`src/rtl/eg2000_key_paster.sv`:
```
// Keystroke paster: turns the latched 6-character tape filename into timed PS/2 make/break events,
// otherwise passes the live keyboard through. Define EG2000_PASTE_CR_EN to append a Return key.
module eg2000_key_paster #(
    parameter int CHARS    = 6,
    parameter int GAP_BITS = 21
) (
    input  logic                 clk,
    input  logic                 reset,
    input  logic                 start,
    input  logic [8*CHARS-1:0]   filename,
    input  logic [10:0]          ps2_user,
    output logic [10:0]          ps2_out,
    output logic                 busy,
    output logic                 done
);

    localparam int IDX_W = (CHARS > 1) ? $clog2(CHARS) : 1;

    localparam logic [3:0] S_IDLE     = 4'd0;
    localparam logic [3:0] S_FETCH    = 4'd1;
    localparam logic [3:0] S_SHIFT_DN = 4'd2;
    localparam logic [3:0] S_KEY_DN   = 4'd3;
    localparam logic [3:0] S_KEY_UP   = 4'd4;
    localparam logic [3:0] S_SHIFT_UP = 4'd5;
    localparam logic [3:0] S_NEXT     = 4'd6;
    localparam logic [3:0] S_FINISH   = 4'd7;
`ifdef EG2000_PASTE_CR_EN
    localparam logic [3:0] S_CR_DN    = 4'd8;
    localparam logic [3:0] S_CR_UP    = 4'd9;
    localparam logic [3:0] S_TAIL     = S_CR_DN;
`else
    localparam logic [3:0] S_TAIL     = S_FINISH;
`endif

    localparam logic [7:0] SC_SHIFT  = 8'h12;
    localparam logic [7:0] SC_RETURN = 8'h5A;
    localparam logic [7:0] CH_STAR   = 8'h2A;

    logic [3:0]          state_q, state_d;
    logic [GAP_BITS-1:0] gap_q, gap_d;
    logic [8*CHARS-1:0]  str_q, str_d;
    logic [IDX_W-1:0]    idx_q, idx_d;
    logic [10:0]         event_q, event_d;
    logic                busy_q, busy_d;
    logic                done_q, done_d;
    logic                start_q;

    logic                start_edge;
    logic                gap_expired;
    logic [7:0]          top_ch;
    logic [8:0]          key;

    // Returns {valid, scancode}; lowercase folds onto the uppercase codes.
    function automatic logic [8:0] scan_lookup(input logic [7:0] ch);
        logic [7:0] uc;
        uc = (ch >= 8'h61 && ch <= 8'h7A) ? ch - 8'h20 : ch;
        case (uc)
            8'h20: return {1'b1, 8'h29};
            8'h2A: return {1'b1, 8'h4E};
            8'h2E: return {1'b1, 8'h49};
            8'h40: return {1'b1, 8'h54};
            8'h30: return {1'b1, 8'h45};
            8'h31: return {1'b1, 8'h16};
            8'h32: return {1'b1, 8'h1E};
            8'h33: return {1'b1, 8'h26};
            8'h34: return {1'b1, 8'h25};
            8'h35: return {1'b1, 8'h2E};
            8'h36: return {1'b1, 8'h36};
            8'h37: return {1'b1, 8'h3D};
            8'h38: return {1'b1, 8'h3E};
            8'h39: return {1'b1, 8'h46};
            8'h41: return {1'b1, 8'h1C};
            8'h42: return {1'b1, 8'h32};
            8'h43: return {1'b1, 8'h21};
            8'h44: return {1'b1, 8'h23};
            8'h45: return {1'b1, 8'h24};
            8'h46: return {1'b1, 8'h2B};
            8'h47: return {1'b1, 8'h34};
            8'h48: return {1'b1, 8'h33};
            8'h49: return {1'b1, 8'h43};
            8'h4A: return {1'b1, 8'h3B};
            8'h4B: return {1'b1, 8'h42};
            8'h4C: return {1'b1, 8'h4B};
            8'h4D: return {1'b1, 8'h3A};
            8'h4E: return {1'b1, 8'h31};
            8'h4F: return {1'b1, 8'h44};
            8'h50: return {1'b1, 8'h4D};
            8'h51: return {1'b1, 8'h15};
            8'h52: return {1'b1, 8'h2D};
            8'h53: return {1'b1, 8'h1B};
            8'h54: return {1'b1, 8'h2C};
            8'h55: return {1'b1, 8'h3C};
            8'h56: return {1'b1, 8'h2A};
            8'h57: return {1'b1, 8'h1D};
            8'h58: return {1'b1, 8'h22};
            8'h59: return {1'b1, 8'h35};
            8'h5A: return {1'b1, 8'h1A};
            default: return 9'h000;
        endcase
    endfunction

    function automatic logic [10:0] make_event(input logic prev_toggle, input logic pressed,
                                               input logic [7:0] code);
        return {~prev_toggle, pressed, 1'b0, code};
    endfunction

    always_comb begin
        start_edge  = start & ~start_q;
        gap_expired = (gap_q == '0);
        top_ch      = str_q[8*CHARS-1 -: 8];
        key         = scan_lookup(top_ch);

        // NOTE: every always_comb output gets a default first so no path leaves a latch behind.
        state_d = state_q;
        gap_d   = gap_expired ? gap_q : gap_q - 1'b1;
        str_d   = str_q;
        idx_d   = idx_q;
        event_d = event_q;
        busy_d  = busy_q;
        done_d  = 1'b0;

        case (state_q)
            S_IDLE: begin
                // busy stays up through the done cycle and drops one cycle later.
                if (done_q) begin
                    busy_d = 1'b0;
                end else if (start_edge) begin
                    str_d   = filename;
                    idx_d   = '0;
                    busy_d  = 1'b1;
                    state_d = S_FETCH;
                end
            end
            S_FETCH: begin
                if (top_ch == 8'h00)      state_d = S_TAIL;
                else if (!key[8])         state_d = S_NEXT;
                else if (top_ch == CH_STAR) state_d = S_SHIFT_DN;
                else                      state_d = S_KEY_DN;
            end
            S_SHIFT_DN: if (gap_expired) begin
                event_d = make_event(event_q[10], 1'b1, SC_SHIFT);
                gap_d   = '1;
                state_d = S_KEY_DN;
            end
            S_KEY_DN: if (gap_expired) begin
                event_d = make_event(event_q[10], 1'b1, key[7:0]);
                gap_d   = '1;
                state_d = S_KEY_UP;
            end
            S_KEY_UP: if (gap_expired) begin
                event_d = make_event(event_q[10], 1'b0, key[7:0]);
                gap_d   = '1;
                state_d = (top_ch == CH_STAR) ? S_SHIFT_UP : S_NEXT;
            end
            S_SHIFT_UP: if (gap_expired) begin
                event_d = make_event(event_q[10], 1'b0, SC_SHIFT);
                gap_d   = '1;
                state_d = S_NEXT;
            end
            S_NEXT: if (gap_expired) begin
                str_d   = str_q << 8;
                idx_d   = idx_q + IDX_W'(1);
                state_d = (idx_q == IDX_W'(CHARS - 1)) ? S_TAIL : S_FETCH;
            end
`ifdef EG2000_PASTE_CR_EN
            S_CR_DN: if (gap_expired) begin
                event_d = make_event(event_q[10], 1'b1, SC_RETURN);
                gap_d   = '1;
                state_d = S_CR_UP;
            end
            S_CR_UP: if (gap_expired) begin
                event_d = make_event(event_q[10], 1'b0, SC_RETURN);
                gap_d   = '1;
                state_d = S_FINISH;
            end
`endif
            S_FINISH: if (gap_expired) begin
                done_d  = 1'b1;
                state_d = S_IDLE;
            end
            default: state_d = S_IDLE;
        endcase
    end

    // NOTE: sequential state uses non-blocking assignments so every flop samples pre-edge values.
    always_ff @(posedge clk or posedge reset) begin
        if (reset) begin
            state_q <= S_IDLE;
            gap_q   <= '0;
            str_q   <= '0;
            idx_q   <= '0;
            event_q <= 11'd0;
            busy_q  <= 1'b0;
            done_q  <= 1'b0;
            start_q <= 1'b0;
        end else begin
            state_q <= state_d;
            gap_q   <= gap_d;
            str_q   <= str_d;
            idx_q   <= idx_d;
            event_q <= event_d;
            busy_q  <= busy_d;
            done_q  <= done_d;
            start_q <= start;
        end
    end

    assign ps2_out = busy_q ? event_q : ps2_user;
    assign busy    = busy_q;
    assign done    = done_q;

endmodule
```
`config.mk`:
```
export PLATFORM = sky130hd
export DESIGN_NAME = eg2000_key_paster
export DESIGN_NICKNAME = d
export VERILOG_FILES = /design/src/rtl/eg2000_key_paster.sv
export SDC_FILE = /design/constraint.sdc
export NUM_CORES = 1
export LEC_CHECK = 0
export ABC_CLOCK_PERIOD_IN_PS = 2900
export BUFFER_PORTS_ARGS = -buffer_cell sky130_fd_sc_hd__clkbuf_2
export CORE_MARGIN = 8
export CORE_UTILIZATION = 30
export DETAILED_ROUTE_END_ITERATION = 8
export GPL_TIMING_DRIVEN = 0
export REMOVE_ABC_BUFFERS = 1
export SETUP_SLACK_MARGIN = 0.15
export SLEW_MARGIN = 30
export SYNTH_ARGS = -nofsm -noshare
export SYNTH_HDL_FRONTEND = slang
export SYNTH_SLANG_ARGS = --single-unit
```
`constraint.sdc`:
```
create_clock -name clk -period 2.9 [get_ports clk]
set_clock_uncertainty 0.05 [all_clocks]
set_input_delay 0.435 -clock clk [delete_from_list [all_inputs] [get_ports clk]]
set_output_delay 0.435 -clock clk [all_outputs]
set_load 0.05 [all_outputs]
```
* Word-level counts from Yosys, hierarchy flattened
Memory sizes are Yosys's and may differ from the RTL's. Cells that the tools add are included.
Word-level totals: bits in registers 90, memories 1, bits in read-only memories 1024, logic and storage cells 83, output and inout port bits 13, input bits 62
Cells by class: magnitude comparators 2, add/sub/neg operators 3, muxes and demuxes 37, eq/ne operators 17, bitwise logic cells 3, reductions and logical operators 12
Memories:
- (name not given) | depth 128, bits a word 8, rd ports 1, clocked after memory_dff 0, wr ports 0, RTL line 57 | case (uc)
Operators with widths (count):
- $mux 48 | 3
- $pmux 48 s2 | 1
- $mux 21 | 3
- $mux 11 | 5
- $pmux 11 s4 | 1
- $mux 4 | 8
- $pmux 4 s8 | 1
- $logic_not 21->1 | 1
- $sub 21x1->21 const B | 1
- $mux 3 | 6
- $eq 4x3->1 const B | 4
- $ne 2x2->1 const B | 8
- $mux 9 | 1
- $eq 4x2->1 const B | 2
- $eq 8x6->1 const B | 1
- $ge 8x7->1 const B | 1
- $le 8x7->1 const B | 1
- $logic_not 8->1 | 1
- $mux 8 | 1
- $reduce_and 8->1 | 1
- $sub 8x6->8 const B | 1
- $pmux 3 s2 | 1
- $mux 1 | 5
- $reduce_and 5->1 | 1
- other kinds (13) | 15

* Logic depth before layout (Yosys ltp)
An unclocked memory read counts as a cell.
word-level depth 8, gate-level depth with buffers 10, mapped depth without buffers 8

* Least setup slack after synthesis
Ideal clock, no wire load.
path kind reg-to-reg, start reg str_q[41], end reg state_q[0], data required time 2763 ps, stages on the path, launching flop included 9, buffers on the path 1, library setup time 87 ps, setup slack 529 ps, period minus slack after synthesis 2371 ps, arrival 2234 ps, cells stage by stage dfrtp_1 > clkbuf_1 > inv_1 > ha_1 > or4_1 > a31oi_1 > o21ai_0 > or3_1 > o211ai_1
On the way: longest elaborated chain between the ends 8, elaborated cells on any way between the ends 15, classes of those cells 1 x add/sub; 2 x order compare; 1 x eq/ne; 8 x mux; 2 x reduce/logical; 1 x memory
Ends and longest elaborated chain:
- from (decl) | RTL line 41 | logic [8*CHARS-1:0] str_q, str_d;
- from (signal assigned) | RTL line 199 | str_q <= str_d;
- $ge 8x7->1 or $le 8x7->1 (tied branches) | RTL line 56 | uc = (ch >= 8'h61 && ch <= 8'h7A) ? ch - 8'h20 : ch;
- $logic_and 1x1->1 | RTL line 56
- $mux 8 | RTL line 56
- $mem_v2 128x8
- $mux 9 | RTL line 57
- $mux 3 | RTL line 136 | else if (!key[8]) state_d = S_NEXT;
- $mux 3 | RTL line 135 | if (top_ch == 8'h00) state_d = S_TAIL;
- $pmux 4 s8 (*) | RTL line 122 | case (state_q)
- to (signal assigned) | RTL line 197 | state_q <= state_d;
- to (decl) | RTL line 39 | logic [3:0] state_q, state_d;
Mark *: on every way between the ends. The rest lies on a longest branch, timed or not. The select of a mux whose other input is x is not followed. A chain may end at the register's enable or synchronous reset.

* Worst setup path after layout
start reg gap_q[0], end reg event_q[1]
On the way: longest elaborated chain between the ends 3, elaborated cells on any way between the ends 6, classes of those cells 4 x eq/ne; 2 x reduce/logical
Ends and longest elaborated chain:
- from (decl) | RTL line 40 | logic [GAP_BITS-1:0] gap_q, gap_d;
- from (signal assigned) | RTL line 198 | gap_q <= gap_d;
- $logic_not 21->1 (*) | RTL line 109 | gap_expired = (gap_q == '0);
- $ne 2x2->1 (no source line)
- $reduce_and 5->1 (no source line) (*)
- to (signal assigned) | RTL line 201 | event_q <= event_d;
- to (decl) | RTL line 43 | logic [10:0] event_q, event_d;
Mark *: on every way between the ends. The rest lies on a longest branch, timed or not.

==> qor.csv <==
stage;metric;value;unit
placement;hpwl;8.68;mm
detailed_routing;final_antenna_net_count;0;
detailed_routing;drc;0;
synthesis;ys.flop_type;dfrtp_1;
sta;report.final.slew_viol_count;0;
finish;antenna_cells;0;
detailed_routing;wl_met3;1.08;mm
synthesis;synth_area_leader_cell;dfrtp_1;
finish;layout_commonest_cell;dfrtp_1;
floorplanning;dieArea;21800;sq um
cts;htreeDepth;3;
synthesis;synthMuxAreaShare;10.7;%
finish;layout-drive-gt1-share;21.0;%
cts;root_buffer;clkbuf_16;
synthesis;synth-simple-area-share;18.1;%
finish;post-route-util;35.7;%
worst_setup_path;worstSetupEndpointType;flip-flop;
synthesis;async_flop_share;100;%
floorplanning;initial_core_util;30.4;%
synthesis;netlist_area;5200;sq um
synthesis;yosys.area_share.adder;3.37;%
global_route;grt_pass1_wl;20.8;mm
detailed_routing;drtPass1Iterations;4;
worst_setup_path;required;3.06;ns
power_and_ir_drop;p_per_area;660;nW/um^2
sta;period_minus_slack;2.61;ns
detailed_routing;routed.top_layer;met4;
global_route;first_global_vias;4011;
detailed_routing;wl_met2;4.95;mm
detailed_routing;drt-wirelength-per-cell;14.8;um
sta;holdWs;0.158;ns
worst_setup_path;crit_arrival;2.77;ns
worst_setup_path;crit_slowest_cell;or3b_2;
synthesis;synth_seq_cells;87;
synthesis;synth_top_family_by_area;compound AO/OA/AOI/OAI gates;
synthesis;avgSynthCellArea;9.25;sq um
sta;clock.fmax;383;MHz
synthesis;synthTopCellsByArea;dfrtp_1 (42%), mux2i_1 (8.3%), nand2_1 (5.7%), o21ai_0 (5.3%), ha_1 (3.4%);
finish;final_nets;690;
run_status;status;complete, no violations;
cts;cts_buffer_depth;2;
cts;clock_latency;0.35;ns
sta;rsz0062_at_grt;yes;
placement;io_buffers;74;
global_route;grt_usage;11.6;%
worst_setup_path;slowest_delay;0.53;ns
power_and_ir_drop;p_leak;2.71;nW
cts;cts.sinks;87;
job;maxCapViolations;0;
synthesis;synthCells;562;
cts;clkTransAtPathRegs;0.07;ns
floorplanning;core_area;17100;sq um
synthesis;synth_compound_area_share;18.6;%
worst_setup_path;crit_fanout;12;
sta;slew_headroom;40.5;%
worst_hold_path;hold_path_depth;1;
cts;cts_tree;yes;
worst_setup_path;r2r_cells;7;
power_and_ir_drop;ir_drop;324;uV
finish;area_growth;17.5;%
floorplanning;fp-row-count;48;
floorplanning;die_h;148;um
worst_setup_path;crit_path_start_kind;flip-flop;
finish;layout_common_cells;dfrtp_1 (83), nand2_1 (79), clkbuf_2 (74);
sta;period_share;90.0;%
global_route;antenna_found_initial;0;
placement;gp_congestion;0.846;
sta;tns;0;ns
sta;worstMarginPinSlew;0.892;ns
synthesis;synth_top_cell_area_share;41.9;%
global_route;grt_max_degree;60;
worst_setup_path;path_cells;inv_1 > ha_1 > or3b_2 > nor4_4 > nand2_1 > o311ai_0 > o211ai_1;
cts;numCtsBuffers;9;
synthesis;synth_cell_type_count;66;
detailed_routing;drt-total-wl;12.5;mm
floorplanning;ios;75;
global_route;grt.overflow.total;0;
detailed_routing;m1WireLength;6.29;mm
synthesis;ys_warn_count;0;
synthesis;synthXorXnorAreaFrac;2.02;%
detailed_routing;avgViaCountPerCell;4.98;
synthesis;synth_edf_count;0;
worst_setup_path;path_class;reg2reg;
sta;hold_violations;0;
finish;final.fill_count;1793;
detailed_routing;drt_iter0_drc;251;
worst_hold_path;hold_path_class;in2reg;
floorplanning;dieWidth;148;um
detailed_routing;vias;4199;
sta;setup_viol;0;
synthesis;synth_seq_area_share;41.9;%
final cells by class:
type                       count  area (sq um)  share of cell area [%]
clock inverter                 7          88.8                    1.45
inverter                      16          68.8                    1.13
timing repair buffer          80           483                    7.90
multi-input combinational    420          2780                    45.5
clock buffer                   9           225                    3.69
tap                          225           282                    4.61
sequential                    87          2180                    35.7
through the flow:
step	cells	instance area, sq um	setup WS, ns	power, mW
4_1_cts	841	6060	0.159	4.07
5_1_grt	844	6110	0.109	4.32
6_report	844	6110	0.290	4.04
3_5_place_dp	824	5730	-0.0203	2.83
3_3_place_gp	821	5630	-1.06	2.80
2_1_floorplan	522	4980	-0.0491	2.53
registers in the layout, summed over array words and instances (netlist names):
register	cells
start_q	1
gap_q	21
done	1
state_q	3
busy	1
idx_q	3
event_q	9
str_q	48
synthesized netlist by cell type, drive strengths merged (2+ instances only):
library cell   n
nand3b         3
nor2b          6
nor3b          2
ha            14
inv           14
and2           3
nor3          14
and3           5
xnor2          4
a211oi         8
a311oi         4
a22o           8
dfrtp         87
o2111a         2
clkinv         2
nor2          31
o2111ai        2
or2            2
o32a           2
o221ai         2
a31oi          9
nand4          2
nand4b         2
a221oi         4
mux2          11
nand2b        10
xor2           8
o21ai         62
mux2i         43
a211o          3
o31ai          2
nand3         10
clkbuf        19
o211ai         3
nor4           6
a2bb2oi        2
nand2         79
a21o           4
a21oi         23
buf           21
or3            5
or4            5
metal layers:
metal  up-vias  track usage [%]
met2       117             15.4
met5         -                0
met4         0             4.39
met3        13             4.68
met1      1925             16.4
li1       2144                -
where the power goes:
part | switching [mW] | leakage [nW] | internal [mW]
sequential | 0.314 | 1.07 | 1.47
combinational | 0.568 | 1.49 | 0.469
clock | 0.529 | 0.155 | 0.687
total | 1.41 | 2.71 | 2.63
logic make-up after synthesis:
kind of cell / after synthesis
adders and majority gates: 14
muxes: 54
AOI/OAI and AO/OA: 151
DFF: 87
xor gates and xnor gates: 12
buffers and inverters: 56
and+or+nand+nor: 188
final timing paths:
path | from | end | slack [ns]
max in group asynchronous | reset | gap_q[16] | 1.66
worst min-delay path | start | start_q | 0.16
worst max-delay path | gap_q[0] | event_q[1] | 0.29
worst min register to register | str_q[36] | str_q[36] | 0.43
min in group asynchronous | reset | str_q[15] | 0.54
worst max register to register | gap_q[0] | event_q[1] | 0.29
critical path: cells and delay by family, from the launching register on:
kind	cells	cell delay, ns
simple gates	3	1.25
compound gates	2	0.54
buf+inv	1	0.06
fa+ha+maj	1	0.18
flops	1	0.39
timing repair:
| item | in CTS | in global routing |
|---|---|---|
| endpoints found under the setup margin | 2 | 38 |
| setup buffers | 0 | 2 |
| cloned | 0 | 1 |
| hold buffers | 1 | 0 |
| endpoints found under the hold margin | 25 | 0 |
| pin swaps | 0 | 2 |
| gates resized for setup | 1 | 6 |
Power figures use the tool's default switching activity.
